## src/rtl/booth_divider.sv

```systemverilog
// Sequential signed divider: 2*WIDTH-bit dividend by WIDTH-bit divisor,
// restoring iterations on magnitudes, fixed 2*WIDTH+2-cycle latency.
module booth_divider #(
  parameter int unsigned WIDTH = 8
) (
  input  logic                 clk,
  input  logic                 rst_n,
  input  logic                 start,
  input  logic [2*WIDTH-1:0]   Dividend,
  input  logic [WIDTH-1:0]     Divisor,
  output logic                 busy,
  output logic                 done,
  output logic [WIDTH-1:0]     Quotient,
  output logic [WIDTH-1:0]     Remainder,
  output logic                 overflow,
  output logic                 div_zero
);

  localparam int unsigned DW    = 2 * WIDTH;
  localparam int unsigned CNT_W = $clog2(DW);
  localparam logic [CNT_W-1:0] CNT_LAST = CNT_W'(DW - 1);
  localparam logic [DW-1:0]    POS_MAX  = DW'((1 << (WIDTH - 1)) - 1);
  localparam logic [DW-1:0]    NEG_MAX  = DW'(1 << (WIDTH - 1));

  typedef enum logic [1:0] {
    S_IDLE,
    S_DIV,
    S_FIX,
    S_DONE
  } state_t;

  state_t             state_q, state_d;
  logic [CNT_W-1:0]   cnt_q, cnt_d;
  logic [DW-1:0]      quo_q, quo_d;
  logic [WIDTH-1:0]   rem_q, rem_d;
  logic [WIDTH-1:0]   dvs_q, dvs_d;
  logic               sd_q, sd_d;
  logic               ss_q, ss_d;
  logic               zero_q, zero_d;
  logic [WIDTH-1:0]   dlo_q, dlo_d;
  logic [WIDTH-1:0]   q_out_q, q_out_d;
  logic [WIDTH-1:0]   r_out_q, r_out_d;
  logic               ovf_q, ovf_d;
  logic               dz_q, dz_d;

  logic [WIDTH:0]     shifted;
  logic               ge;
  logic               neg;
  logic               range_err;

  // Magnitudes are unsigned, so |-2^(DW-1)| still fits in DW bits.
  always_comb begin
    state_d   = state_q;
    cnt_d     = cnt_q;
    quo_d     = quo_q;
    rem_d     = rem_q;
    dvs_d     = dvs_q;
    sd_d      = sd_q;
    ss_d      = ss_q;
    zero_d    = zero_q;
    dlo_d     = dlo_q;
    q_out_d   = q_out_q;
    r_out_d   = r_out_q;
    ovf_d     = ovf_q;
    dz_d      = dz_q;
    shifted   = {rem_q, quo_q[DW-1]};
    ge        = (shifted >= {1'b0, dvs_q});
    neg       = sd_q ^ ss_q;
    range_err = neg ? (quo_q > NEG_MAX) : (quo_q > POS_MAX);

    unique case (state_q)
      S_IDLE, S_DONE: begin
        if (start) begin
          state_d = S_DIV;
          cnt_d   = '0;
          quo_d   = Dividend[DW-1] ? (~Dividend + 1'b1) : Dividend;
          rem_d   = '0;
          dvs_d   = Divisor[WIDTH-1] ? (~Divisor + 1'b1) : Divisor;
          sd_d    = Dividend[DW-1];
          ss_d    = Divisor[WIDTH-1];
          zero_d  = (Divisor == '0);
          dlo_d   = Dividend[WIDTH-1:0];
        end else if (state_q == S_DONE) begin
          state_d = S_IDLE;
        end
      end

      S_DIV: begin
        rem_d = ge ? WIDTH'(shifted - {1'b0, dvs_q}) : shifted[WIDTH-1:0];
        quo_d = {quo_q[DW-2:0], ge};
        cnt_d = cnt_q + 1'b1;
        if (cnt_q == CNT_LAST) begin
          state_d = S_FIX;
        end
      end

      S_FIX: begin
        state_d = S_DONE;
        if (zero_q) begin
          q_out_d = '0;
          r_out_d = dlo_q;
          ovf_d   = 1'b0;
          dz_d    = 1'b1;
        end else if (range_err) begin
          q_out_d = '0;
          r_out_d = '0;
          ovf_d   = 1'b1;
          dz_d    = 1'b0;
        end else begin
          q_out_d = neg  ? (~quo_q[WIDTH-1:0] + 1'b1) : quo_q[WIDTH-1:0];
          r_out_d = sd_q ? (~rem_q + 1'b1) : rem_q;
          ovf_d   = 1'b0;
          dz_d    = 1'b0;
        end
      end

      default: state_d = S_IDLE;
    endcase
  end

  always_ff @(posedge clk or negedge rst_n) begin
    if (!rst_n) begin
      state_q <= S_IDLE;
      cnt_q   <= '0;
      quo_q   <= '0;
      rem_q   <= '0;
      dvs_q   <= '0;
      sd_q    <= 1'b0;
      ss_q    <= 1'b0;
      zero_q  <= 1'b0;
      dlo_q   <= '0;
      q_out_q <= '0;
      r_out_q <= '0;
      ovf_q   <= 1'b0;
      dz_q    <= 1'b0;
    end else begin
      state_q <= state_d;
      cnt_q   <= cnt_d;
      quo_q   <= quo_d;
      rem_q   <= rem_d;
      dvs_q   <= dvs_d;
      sd_q    <= sd_d;
      ss_q    <= ss_d;
      zero_q  <= zero_d;
      dlo_q   <= dlo_d;
      q_out_q <= q_out_d;
      r_out_q <= r_out_d;
      ovf_q   <= ovf_d;
      dz_q    <= dz_d;
    end
  end

  assign busy      = (state_q == S_DIV) || (state_q == S_FIX);
  assign done      = (state_q == S_DONE);
  assign Quotient  = q_out_q;
  assign Remainder = r_out_q;
  assign overflow  = ovf_q;
  assign div_zero  = dz_q;

endmodule

```

## config.mk

```make
export PLATFORM = sky130hd
export DESIGN_NAME = booth_divider
export DESIGN_NICKNAME = d
export VERILOG_FILES = /design/src/rtl/booth_divider.sv
export SDC_FILE = /design/constraint.sdc
export NUM_CORES = 1
export LEC_CHECK = 0
export BUFFER_PORTS_ARGS = -buffer_cell sky130_fd_sc_hd__clkbuf_2
export CAP_MARGIN = 0
export CORE_ASPECT_RATIO = 0.6
export CORE_MARGIN = 5
export CORE_UTILIZATION = 40
export CTS_CLUSTER_DIAMETER = 40
export CTS_CLUSTER_SIZE = 28
export DETAILED_ROUTE_END_ITERATION = 8
export GPL_ROUTABILITY_DRIVEN = 0
export SLEW_MARGIN = 25
export SYNTH_ARGS = -nofsm -noshare
export SYNTH_HDL_FRONTEND = slang
export SYNTH_SLANG_ARGS = --single-unit
```

## constraint.sdc

```tcl
create_clock -name clk -period 2.7 [get_ports clk]
set_clock_uncertainty 0.2 [all_clocks]
set_input_delay 0.135 -clock clk [delete_from_list [all_inputs] [get_ports clk]]
set_output_delay 0.135 -clock clk [all_outputs]
set_load 0.01 [all_outputs]
```

==> results.sh <==
export IMPL_status="complete, no violations"
export IMPL_critPathLaunch="Dividend[1]"
export IMPL_pwr_share_comb_pct=52.1
export IMPL_syn_inst=441
export IMPL_rows=28
export IMPL_topRoutingLayerUsed="met4"
export IMPL_worst_r2r_path_depth=5
export IMPL_timing_final_hold_violations=0
export IMPL_maxCapViolCount=0
export IMPL_clock_sinks=67
export IMPL_timing_hold_worst_path_depth=3
export IMPL_net_switching_power_mw=2.77
export IMPL_peakVddDrop_mv=0.527
export IMPL_fin_tns_setup_ns=0
export IMPL_fin_ws_ns=0.307
export IMPL_number_of_diodes_added_for_antenna_fixing=0
export IMPL_post_route_cell_area_sq_um=5020
export IMPL_yosysMostFrequentCell="sky130_fd_sc_hd__dfrtp_1"
export IMPL_synth_cell_type_count=57
export IMPL_mappedNetlistArea_sq_um=4110
export IMPL_ios=47
export IMPL_worst_case_register_to_register_setup_slack_ns=0.34
export IMPL_report_final_setup_viol=0
export IMPL_ys_warn_count=0
export IMPL_final_cells=647
export IMPL_power_per_cell_area_nw_per_um2=1250
export IMPL_layout_core_utilization_pct=50.4
export IMPL_power_share_switching_pct=44.3
export IMPL_core_area_sq_um=9950
export IMPL_maxClockFrequency_mhz=418
export IMPL_yosysSeqAreaShare_pct=40.8
export IMPL_cts_root_to_sink_buffers=2
export IMPL_routedWlPerCell_microns=17.0
export IMPL_largest_net_degree_at_the_start_of_global_routing=36
export IMPL_insertion_delay_ns=0.33
export IMPL_first_global_vias=3475
export IMPL_start_util_pct=41.3
export IMPL_tritoncts_num_buffers=9
export IMPL_worstSetupStartpointType="input port"
export IMPL_tritoncts="built"
export IMPL_area_growth_pct=22.0
export IMPL_worstPathMaxFanout=4
export IMPL_nets=551
export IMPL_die_x_microns=141
export IMPL_drt_pass1_iterations=5
export IMPL_clkSlewWorstSetupHoldPaths_ns=0.06
export IMPL_reg2reg_start="quo_q[5]"
export IMPL_grt_usage_pct=18.6
export IMPL_fillCellCount=930
export IMPL_metal2_wl_mm=4.34
export IMPL_synth_main_ff_cell="sky130_fd_sc_hd__dfrtp_1"
export IMPL_internal_power_mw=3.48
export IMPL_cts_hold_buffers_added=20
export IMPL_num_vias=3562
export IMPL_timing_critical_path_to_type="flip-flop"
export IMPL_tightestPinTransition_ns=0.832
export IMPL_met3RoutedLength_microns=796
export IMPL_detailedPlacementHpwl_mm=8.04
export IMPL_synth_top_cell_by_area="sky130_fd_sc_hd__dfrtp_1"
export IMPL_first_pass_grt_wire_length_mm=18.3
export IMPL_port_buffer_count=46
export IMPL_min_period_over_period_pct=88.6
export IMPL_power_share_sequential_pct=29.2
export IMPL_cts_repair_resized=0
export IMPL_post_route_cells_drive_above_1_share_pct=18.6
export IMPL_post_cts_setup_buffer_count=0
export IMPL_synthTopCellsByArea="sky130_fd_sc_hd__dfrtp_1 (41%), sky130_fd_sc_hd__xor2_1 (6.2%), sky130_fd_sc_hd__ha_1 (4.9%)"
export IMPL_clockPowerShare_pct=18.7
export IMPL_vias_per_cell=5.51
export IMPL_count_of_pins_over_their_slew_limit=0
export IMPL_hold_start="Dividend[12]"
export IMPL_synth_seq_cells=67
export IMPL_syn_nets=485
export IMPL_die_area_sq_um=12500
export IMPL_grt_setup_unrepaired="false"
export IMPL_dpl_cell_area_sq_um=4520
export IMPL_yosys_top_cells_count="sky130_fd_sc_hd__dfrtp_1 (67), sky130_fd_sc_hd__nand2_1 (36), sky130_fd_sc_hd__nor2_1 (31)"
export IMPL_arrival_ns=2.40
export IMPL_final_antenna_net_count=0
export IMPL_synth_avg_cell_area_sq_um=9.32
export IMPL_timing_slew_headroom_pct=44.5
export IMPL_wirelength_met1_mm=5.78
export IMPL_place_inst=611
export IMPL_layout_min_cycle_time_ns=2.39
export IMPL_worst_setup_path_type="input port to flip-flop"
export IMPL_remaining_drc_errors=0
export IMPL_worst_ep_required_time_ns=2.70
export IMPL_routed_wirelength_mm=11.0
export IMPL_antenna_found_initial=0
export IMPL_total_leakage_power_nw=2.25
export IMPL_synth_async_sr_flop_share_pct=100
export IMPL_die_h_microns=88.5
export IMPL_synth_edf_count=0
export IMPL_initialDrtViolationCount=238
export IMPL_timing_hold_worst_class="input port to flip-flop"
export IMPL_htreeDepth=3
export IMPL_place_ws_ns=0.373
export IMPL_grt_overflow_total=0
export IMPL_synth_largest_type_area_fraction_pct=40.8
export IMPL_clock_root_buffer_master="sky130_fd_sc_hd__clkbuf_16"
-- cell usage in the layout (no fill, tap or decap), types with 5 or more instances in the layout --
cell type and instances:
sky130_fd_sc_hd__a21oi_1 20, sky130_fd_sc_hd__a31o_1 8, sky130_fd_sc_hd__buf_4 11, sky130_fd_sc_hd__clkbuf_16 9
sky130_fd_sc_hd__clkbuf_2 45, sky130_fd_sc_hd__dfrtp_1 67, sky130_fd_sc_hd__dlygate4sd3_1 20, sky130_fd_sc_hd__ha_1 16
sky130_fd_sc_hd__inv_1 22, sky130_fd_sc_hd__mux2_2 9, sky130_fd_sc_hd__mux2i_1 7, sky130_fd_sc_hd__nand2_1 36
sky130_fd_sc_hd__nand3_1 10, sky130_fd_sc_hd__nor2_1 31, sky130_fd_sc_hd__nor2b_1 16, sky130_fd_sc_hd__nor3_1 7
sky130_fd_sc_hd__o21a_1 9, sky130_fd_sc_hd__o21ai_0 21, sky130_fd_sc_hd__o21ai_1 15, sky130_fd_sc_hd__o22ai_1 12
sky130_fd_sc_hd__o311ai_1 9, sky130_fd_sc_hd__o31ai_1 7, sky130_fd_sc_hd__xnor2_1 5, sky130_fd_sc_hd__xor2_1 29
-- state kept, by name, indices dropped and copies added, names as in the netlist --
register / count
quo_q: 16
Quotient: 8
Remainder: 8
dlo_q: 8
dvs_q: 8
rem_q: 8
cnt_q: 4
state_q: 2
div_zero: 1
overflow: 1
sd_q: 1
ss_q: 1
zero_q: 1
-- kinds of logic (layout without fill, tap and decap cells) --
family,count (synthesis),count (layout),synth area share [%]
compound gates,132,132,22.1
xor+xnor,34,34,7.24
fa+ha+maj,17,17,5.36
buf+inv,47,118,4.38
flops,67,67,40.8
mux,16,16,4.17
simple gates,128,128,16.0
-- layout make-up --
type,instances,area (sq um),area share [%]
Multi-Input combinational cell,327,2250,44.9
Sequential cell,67,1680,33.4
Timing Repair Buffer,78,533,10.6
Clock buffer,9,225,4.49
Tap cell,135,169,3.37
Inverter,24,90.1,1.80
Clock inverter,7,68.8,1.37
-- per-stage QoR --
step / power [mW] / hold slack (ns)
2_1_floorplan: 4.09 / -0.361
3_3_place_gp: 4.96 / 0.0787
3_5_place_dp: 5.04 / 0.0783
4_1_cts: 6.26 / 0.00369
5_1_grt: 6.77 / 0.0190
6_report: 6.25 / 0.0109
-- critical path: stages --
cell and delay, ns:
sky130_fd_sc_hd__dlygate4sd3_1 0.53, sky130_fd_sc_hd__clkbuf_2 0.14, sky130_fd_sc_hd__or4_4 0.57, sky130_fd_sc_hd__or3b_4 0.48, sky130_fd_sc_hd__o41ai_4 0.23, sky130_fd_sc_hd__xor2_1 0.21
sky130_fd_sc_hd__o22ai_1 0.10
-- worst paths after layout --
check	endpoint
setup / recovery	quo_q[11]
hold / removal	quo_q[12]
setup reg to reg	Remainder[3]
hold reg to reg	Remainder[5]
max in group asynchronous	dvs_q[0]
min in group asynchronous	Quotient[3]
-- power by group through the flow --
stage / Combinational (mW) / Sequential, mW / Clock, mW
3_5_place_dp: 3.21 / 1.83 / 0
5_1_grt: 3.66 / 1.88 / 1.24
2_1_floorplan: 2.37 / 1.72 / 0
3_3_place_gp: 3.14 / 1.82 / 0
4_1_cts: 3.25 / 1.81 / 1.19
6_report: 3.26 / 1.82 / 1.17
-- routing by layer --
metal / global-route usage, % / up-vias
li1: - / 1727
met1: 29.0 / 1698
met2: 25.5 / 127
met3: 4.32 / 10
met4: 5.45 / 0
met5: 0 / -
Note: power is estimated with default switching activity, not from simulation.
